## src/rtl/prog_loader_if.sv

```systemverilog
// Bus between a program source and the loader: start pulse, byte stream
// in, instruction-memory write port and core/status signals out.
interface prog_loader_if #(
  parameter int ADDR_W = 4,
  parameter int DATA_W = 8
);
  logic              start;
  logic              s_valid;
  logic [DATA_W-1:0] s_data;
  logic              s_ready;
  logic              wr_en;
  logic [ADDR_W-1:0] wr_addr;
  logic [DATA_W-1:0] wr_data;
  logic              core_resetn;
  logic              busy;
  logic              done;
  logic              err;

  // Program source side: drives the stream, observes the loader.
  modport master (
    output start, s_valid, s_data,
    input  s_ready, wr_en, wr_addr, wr_data, core_resetn, busy, done, err
  );

  // Loader side.
  modport slave (
    input  start, s_valid, s_data,
    output s_ready, wr_en, wr_addr, wr_data, core_resetn, busy, done, err
  );
endinterface

```

## src/rtl/prog_loader.sv

```systemverilog
// Program loader: receives a length byte, N instruction words and a
// checksum byte over a valid/ready stream, writes the words to instruction
// memory and holds the core in reset until a load completes cleanly.
module prog_loader #(
  parameter int ADDR_W = 4,
  parameter int DATA_W = 8
) (
  input logic           clk,
  input logic           reset,
  prog_loader_if.slave  bus
);

  typedef enum logic [2:0] {IDLE, LEN, DATA, CSUM, DONE, ERR} state_t;

  localparam int unsigned               DEPTH     = 2 ** ADDR_W;
  localparam logic [DATA_W+ADDR_W:0]    DEPTH_EXT = (DATA_W + ADDR_W + 1)'(DEPTH);
  localparam logic [ADDR_W:0]           ONE       = (ADDR_W + 1)'(1);

  state_t              state_q, state_d;
  // addr_q is one bit wider than the memory address so it doubles as the
  // byte count and can reach N = DEPTH without wrapping.
  logic [ADDR_W:0]     addr_q, addr_d;
  logic [ADDR_W:0]     len_q, len_d;
  logic [DATA_W-1:0]   sum_q, sum_d;
  logic                s_ready_q, busy_q, done_q, err_q, core_q;

  logic                accept;
  logic [DATA_W+ADDR_W:0] len_ext;
  logic                len_ok;

  assign accept  = bus.s_valid & s_ready_q;
  assign len_ext = {{(ADDR_W + 1){1'b0}}, bus.s_data};
  assign len_ok  = (len_ext != '0) && (len_ext <= DEPTH_EXT);

  // Next-state and datapath update for the load sequence.
  always_comb begin
    state_d = state_q;
    addr_d  = addr_q;
    len_d   = len_q;
    sum_d   = sum_q;
    case (state_q)
      IDLE, DONE, ERR: begin
        if (bus.start) begin
          state_d = LEN;
          addr_d  = '0;
          len_d   = '0;
          sum_d   = '0;
        end
      end
      LEN: begin
        if (accept) begin
          if (len_ok) begin
            state_d = DATA;
            len_d   = len_ext[ADDR_W:0];
          end else begin
            state_d = ERR;
          end
        end
      end
      DATA: begin
        if (accept) begin
          addr_d = addr_q + ONE;
          sum_d  = sum_q + bus.s_data;
          if ((addr_q + ONE) == len_q) begin
            state_d = CSUM;
          end
        end
      end
      CSUM: begin
        if (accept) begin
          state_d = (bus.s_data == sum_q) ? DONE : ERR;
        end
      end
      default: state_d = IDLE;
    endcase
  end

  // State, datapath and status outputs registered from the next state.
  always_ff @(posedge clk or posedge reset) begin
    if (reset) begin
      state_q   <= IDLE;
      addr_q    <= '0;
      len_q     <= '0;
      sum_q     <= '0;
      s_ready_q <= 1'b0;
      busy_q    <= 1'b0;
      done_q    <= 1'b0;
      err_q     <= 1'b0;
      core_q    <= 1'b1;
    end else begin
      state_q   <= state_d;
      addr_q    <= addr_d;
      len_q     <= len_d;
      sum_q     <= sum_d;
      s_ready_q <= state_d inside {LEN, DATA, CSUM};
      busy_q    <= state_d inside {LEN, DATA, CSUM};
      done_q    <= (state_d == DONE);
      err_q     <= (state_d == ERR);
      core_q    <= (state_d == IDLE) || (state_d == DONE);
    end
  end

  // Writes are combinational so each word lands in the cycle it arrives.
  assign bus.wr_en   = (state_q == DATA) && accept;
  assign bus.wr_addr = bus.wr_en ? addr_q[ADDR_W-1:0] : '0;
  assign bus.wr_data = bus.wr_en ? bus.s_data : '0;

  assign bus.s_ready     = s_ready_q;
  assign bus.busy        = busy_q;
  assign bus.done        = done_q;
  assign bus.err         = err_q;
  // The core is held in reset while the loader itself is in reset.
  assign bus.core_resetn = core_q & ~reset;

endmodule

```

## src/flat_wrapper.sv

```systemverilog
// flat-port wrapper written by rule: the top's interface ports become plain ports
module prog_loader_flat 
#(
  parameter int ADDR_W = 4,
  parameter int DATA_W = 8
)
  (clk, reset, bus_start, bus_s_valid, bus_s_data, bus_s_ready, bus_wr_en, bus_wr_addr, bus_wr_data, bus_core_resetn, bus_busy, bus_done, bus_err);
  prog_loader_if #(.ADDR_W(ADDR_W), .DATA_W(DATA_W)) bus_i ();
  input logic clk;
  input logic reset;
  input wire logic [$bits(bus_i.start)-1:0] bus_start;
  input wire logic [$bits(bus_i.s_valid)-1:0] bus_s_valid;
  input wire logic [$bits(bus_i.s_data)-1:0] bus_s_data;
  output wire logic [$bits(bus_i.s_ready)-1:0] bus_s_ready;
  output wire logic [$bits(bus_i.wr_en)-1:0] bus_wr_en;
  output wire logic [$bits(bus_i.wr_addr)-1:0] bus_wr_addr;
  output wire logic [$bits(bus_i.wr_data)-1:0] bus_wr_data;
  output wire logic [$bits(bus_i.core_resetn)-1:0] bus_core_resetn;
  output wire logic [$bits(bus_i.busy)-1:0] bus_busy;
  output wire logic [$bits(bus_i.done)-1:0] bus_done;
  output wire logic [$bits(bus_i.err)-1:0] bus_err;
  assign bus_i.start = bus_start;
  assign bus_i.s_valid = bus_s_valid;
  assign bus_i.s_data = bus_s_data;
  assign bus_s_ready = bus_i.s_ready;
  assign bus_wr_en = bus_i.wr_en;
  assign bus_wr_addr = bus_i.wr_addr;
  assign bus_wr_data = bus_i.wr_data;
  assign bus_core_resetn = bus_i.core_resetn;
  assign bus_busy = bus_i.busy;
  assign bus_done = bus_i.done;
  assign bus_err = bus_i.err;
  prog_loader #(.ADDR_W(ADDR_W), .DATA_W(DATA_W)) u_core (.clk(clk), .reset(reset), .bus(bus_i));
endmodule
```

## config.mk

```make
export PLATFORM = sky130hd
export DESIGN_NAME = prog_loader_flat
export DESIGN_NICKNAME = d
export VERILOG_FILES = /design/src/rtl/prog_loader_if.sv /design/src/rtl/prog_loader.sv /design/src/flat_wrapper.sv
export SDC_FILE = /design/constraint.sdc
export NUM_CORES = 1
export LEC_CHECK = 0
export ABC_AREA = 1
export BUFFER_PORTS_ARGS = -buffer_cell sky130_fd_sc_hd__buf_2
export CAP_MARGIN = 20
export CORE_AREA = 8 8 68 70
export DETAILED_ROUTE_END_ITERATION = 16
export DIE_AREA = 0 0 76 78
export PLACE_DENSITY = 0.74
export SYNTH_ARGS = -nofsm -noshare
export SYNTH_HDL_FRONTEND = slang
export SYNTH_SLANG_ARGS = --single-unit
export TNS_END_PERCENT = 1
```

## constraint.sdc

```tcl
create_clock -name clk -period 1.7 [get_ports clk]
set_input_delay 0.085 -clock clk [delete_from_list [all_inputs] [get_ports clk]]
set_output_delay 0.085 -clock clk [all_outputs]
set_load 0.01 [all_outputs]
```

---- After elaboration in Yosys (flattened, before gate mapping) ----
Index checks and enable logic that the tools add are counted.
storage, ports and cells
  logic and storage cells ................. 61
  input bits .............................. 12
  output and inout bits ................... 18
  bits in registers ....................... 25
operators by class
  equal/unequal tests ..................... 16
  bitwise operators ....................... 3
  reductions and logical operators ........ 12
  multiplexer cells ....................... 19
  $add $sub $neg .......................... 2
  order comparisons ....................... 1
operator list
  cell                                                                   count
  8-bit two-way mux                                                      3
  5-bit two-way mux                                                      4
  5-bit one-hot mux with 2 select lines                                  2
  3-bit two-way mux                                                      6
  8-bit one-hot mux with 2 select lines                                  1
  13-bit nonzero test                                                    1
  3-bit by 2-bit == test with 1-bit output, second input constant        4
  3-bit == test, second input constant                                   4
  3-bit one-hot mux with 4 select lines                                  1
  8-bit adder                                                            1
  8-bit == test                                                          1
  8-bit by 5-bit <= comparator with 1-bit output, second input constant  1
  3-bit by 1-bit == test with 1-bit output, second input constant        2
  3-bit logical NOT                                                      2
  2-bit by 1-bit != test with 1-bit output, second input constant        3
  5-bit by 1-bit adder with 5-bit output, second input constant          1
  5-bit == test                                                          1
  4-bit two-way mux                                                      1
  4-bit AND reduction                                                    1
  2-bit nonzero test                                                     2
  3-bit AND reduction                                                    1
  3-bit nonzero test                                                     1
  3-bit OR reduction                                                     1
  1-bit bitwise AND                                                      2
  other kinds (5)                                                        6

---- Depth between registers and ports, before layout ----
  depth in word-level cells ............... 7
  depth in mapped cells ................... 11

---- Worst setup path after synthesis ----
OpenSTA, ideal clock, no wires.
  kind .................................... reg-to-reg
  from .................................... register u_core.sum_q[0]
  to ...................................... register u_core.sum_q[2]
  path slack .............................. 0.109 ns
  period minus slack after synthesis ...... 1.591 ns
  required time ........................... 1.578 ns
  buffers on the path ..................... 0
  data arrival time ....................... 1.469 ns
  cell stages (with the launch flop) ...... 5
  path through ............................ dfrtp_1 -> ha_1 -> fa_1 -> or2_2 -> a32o_1
on the way
  cells in the longest elaborated chain, start to end .. 3
ends and longest elaborated chain
  item                                   RTL line           RTL
  from (decl)                            prog_loader.sv:24  logic [DATA_W-1:0] sum_q, sum_d;
  from (signal assigned)                 prog_loader.sv:94  sum_q <= sum_d;
  8-bit adder                            prog_loader.sv:63  sum_d = sum_q + bus.s_data;
  8-bit two-way mux                      prog_loader.sv:61  if (accept) begin
  8-bit one-hot mux with 2 select lines  prog_loader.sv:41  case (state_q)
Every way passes these cells. The select of a mux whose other input is x is not followed.
A chain may end at the register's enable or synchronous reset.

---- Worst setup path in the final report ----
  from .................................... register u_core.addr_q[1]
  to ...................................... register u_core.done_q, in the netlist u_core.bus.done
on the way
  cells in the longest elaborated chain, start to end .. 6
ends and longest elaborated chain
  item                                    RTL line           RTL
  from (decl)                             prog_loader.sv:22  logic [ADDR_W:0] addr_q, addr_d;
  from (signal assigned)                  prog_loader.sv:92  addr_q <= addr_d;
  5-bit by 1-bit adder with 5-bit output  prog_loader.sv:64  if ((addr_q + ONE) == len_q) begin
  5-bit == test                           prog_loader.sv:64
  3-bit two-way mux                       prog_loader.sv:64
  3-bit two-way mux                       prog_loader.sv:61
  3-bit one-hot mux with 4 select lines   prog_loader.sv:41
  net u_core.state_d[0]                   prog_loader.sv:19  state_t state_q, state_d;
  3-bit == test                           prog_loader.sv:97  done_q <= (state_d == DONE);
  to (signal assigned)                    prog_loader.sv:97
  to (decl)                               prog_loader.sv:25  logic s_ready_q, busy_q, done_q, err_q, core_q;
The timed path passes the listed nets, and every way through them passes these cells.

==> results.yml <==
status:
  status: "complete, no violations"
clock_network:
  cts_root_buffer: "clkbuf_4"
  clk_latency_ps: 340
  htreeDepth: 1
  clkTransAtPathRegs_ps: 160
  cts_buffers: 3
  clock_path_buffers: 2
  cts_num_sinks: 25
  cts_tree: "yes"
drt:
  vias: 1609
  drc_errors: 0
  drt_pass1_iterations: 4
  wire_per_inst_um: 13.1
  drt-initial-drc-count: 93
  wirelength_mm: 4.19
  via_per_inst: 5.04
  ant_nets: 0
cells_and_area:
  nNetsFinal: 293
  antenna-diode-count: 0
  final_util: 0.580
  drive_above_1_share: 0.244
  fin_area_um2: 2060
  synthToLayoutAreaGrowth_pct: 21.6
synth:
  synth_top_area_cell: "dfrtp_1"
  yosysUniqueCellTypes: 34
  ys_async_sr_fraction: 1.00
  ys.warnings.count: 0
  synth_edf_count: 0
  ys_ff_latch: 25
  synth.avg_cell_area_um2: 7.36
  seq_area_frac_synth: 0.370
  synth_top_area_share: 0.355
  synth_area_um2: 1690
  synth_cells: 230
  synthesis.nets: 251
  synthTopCellsByArea: "dfrtp_1, nand2_1, inv_1"
  synthFlopType: "dfrtp_1"
critical_path:
  cpPeakStageDelay_ps: 450
  r2r_cells: 10
  crit_top_cell: "nand2_1"
  path_delay_family: "simple AND/OR/NAND/NOR gates"
  crit_path_cell_trace: "ha_4, inv_1, nand2_1, nand2_1, nor2_1, nand2_1, nor2_1, nand4_1, nand2_1, nor2_1"
  slowest_stage: "dfrtp_1"
  regToRegStartpoint: "u_core.addr_q[1]"
  path_buf_inv: 1
  arrival_ps: 1820
  path_max_fanout: 3
  path_class: "flop to flop"
  critPathRequiredTime_ps: 1930
  cp.depth: 10
  r2r-end: "u_core.bus.done"
  critPathCapture: "u_core.bus.done"
  reg2reg_slack_ps: 110
  cp-startpoint: "u_core.addr_q[1]"
  crit_path_end_kind: "flop"
  worst_setup_path_start_kind: "flop"
sta:
  setup_violations: 0
  hold_violations: 0
  rsz0062_at_grt: "true"
  fmax_mhz: 628
  fin_crit_ps: 1590
  tightestPinTransition_ps: 507
  finClkSkew_ps: 14.3
  slew_violations: 0
  hold_ws_ps: 21.3
  fin_crit_sh: 0.937
  maxSlewHeadroom: 0.661
floorplanning:
  die_h_um: 78
  die_x_um: 76
  ioPinCount: 30
  start_util: 0.477
  rows: 22
  core_area_um2: 3550
  die_area_um2: 5930
min_path:
  hold_path_class: "input port to flop"
place:
  numPortBuffers: 29
  hpwl_mm: 3.15
  finalWeightedCongestion: 0.884
  placed_area_um2: 1940
global_route:
  gr-usage-all-layers: 0.140
  gr-total-overflow: 0
  grt_max_degree: 19
  grt_pass1_wl_mm: 6.96
  antenna_found_initial: 0
  grt_pass1_vias: 1600
pwr:
  leakagePower_nw: 1.13
  p_per_area_nw_per_um2: 951
  ir_worst_vdd_v: 0.000353
run:
  cap_violations: 0
what timing repair did:
item / CTS / global route
buffers inserted: 0 / 2
hold endpoints to repair: 10 / 0
endpoints found under the setup margin: 0 / 7
hold buffers: 1 / 0
resized for setup: 0 / 10
state kept, by name (all words and copies together) (netlist names):
register	flops
u_core.addr_q	5
u_core.core_q	1
u_core.sum_q	8
u_core.bus.err	1
u_core.bus.s_ready	1
u_core.len_q	5
u_core.state_q	3
u_core.bus.done	1
report_power, final:
group | leakage (nW) | internal [mW] | total [mW] | switching, mW
Clock | 0.0177 | 0.0885 | 0.287 | 0.198
Sequential | 0.333 | 0.720 | 0.803 | 0.0831
Combinational | 0.775 | 0.324 | 0.868 | 0.545
Total | 1.13 | 1.13 | 1.96 | 0.826
layout by cell type (no fill, tap or decap), types with 2 or more instances in the layout:
cell type | netlist | routed
o211ai_1 | 2 | 2
o31ai_1 | 5 | 5
ha_4 | 0 | 4
nand3b_1 | 2 | 2
a22o_1 | 2 | 2
nand3_1 | 16 | 15
o21ai_0 | 8 | 7
clkbuf_4 | 0 | 3
nor2_1 | 29 | 28
nand2_1 | 56 | 56
nand2_2 | 3 | 3
inv_2 | 3 | 3
buf_4 | 1 | 9
ha_1 | 8 | 3
nand4_1 | 7 | 7
dfrtp_1 | 24 | 24
o22ai_1 | 3 | 3
nor2_2 | 2 | 3
inv_1 | 35 | 35
buf_2 | 1 | 29
a21oi_1 | 8 | 8
synthesized netlist by cell type (2+ instances only):
cell type  number
nand4_1         7
o211ai_1        2
nand3b_1        2
dfrtp_1        24
nand2_2         3
nor2_2          2
nor2_1         29
o21ai_0         8
o22ai_1         3
o31ai_1         5
inv_1          35
nand3_1        16
nand2_1        56
ha_1            8
a21oi_1         8
inv_2           3
a22o_1          2
per-layer routing:
metal	vias to the layer above	routed length [um]	GRT usage
li1	825	-	-
met1	735	1810	0.158
met2	44	2110	0.254
met3	5	210	0.0288
met4	0	46	0.0471
met5	-	0	0
how the worst min path moves through the flow:
stage,endpoint,cells past startpoint,slack (ps),start
finish,u_core.len_q[2],3,20,bus_s_data[2]
global route,u_core.len_q[2],3,40,bus_s_data[2]
CTS,u_core.len_q[3],3,20,bus_s_data[3]
detailed placement,u_core.bus.s_ready,2,140,reset
global placement,u_core.bus.s_ready,2,130,reset
floorplan,u_core.addr_q[0],1,110,reset
worst register-to-register path, delay by kind of cell, from the launching register on:
| family | cells | cell delay (ps) |
|---|---|---|
| flops | 1 | 450 |
| simple gates | 8 | 690 |
| buf+inv | 1 | 50 |
| fa+ha+maj | 1 | 290 |
metrics by stage:
step	TNS (ps)	cells	setup WS, ps	total power [mW]
floorplan	0	230	109	1.42
global placement	0	312	82.5	1.60
detailed placement	0	312	56.0	1.62
CTS	0	317	46.2	1.90
global route	-33.4	319	-26.7	2.12
finish	0	319	106	1.96
logic make-up (layout without fill, tap and decap cells):
| family | count (synthesis) | in the layout | share of synthesized area |
|---|---|---|---|
| flip-flops | 25 | 25 | 0.370 |
| XOR/XNOR | 1 | 1 | 0.00517 |
| AND/OR/NAND/NOR | 121 | 121 | 0.335 |
| adder cells (fa/ha/maj) | 9 | 9 | 0.0710 |
| buffers and inverters | 42 | 83 | 0.101 |
| AO/OA/AOI/OAI | 32 | 32 | 0.118 |
area by class of cell:
| cell class | count | area [um^2] |
|---|---|---|
| Clock buffer | 3 | 22.5 |
| Clock inverter | 1 | 5.00 |
| Fill cell | 352 | 1490 |
| Inverter | 40 | 158 |
| Multi-Input combinational cell | 163 | 963 |
| Sequential cell | 25 | 627 |
| Tap cell | 48 | 60.1 |
| Timing Repair Buffer | 39 | 223 |
Note: power is estimated with default switching activity, not from simulation.
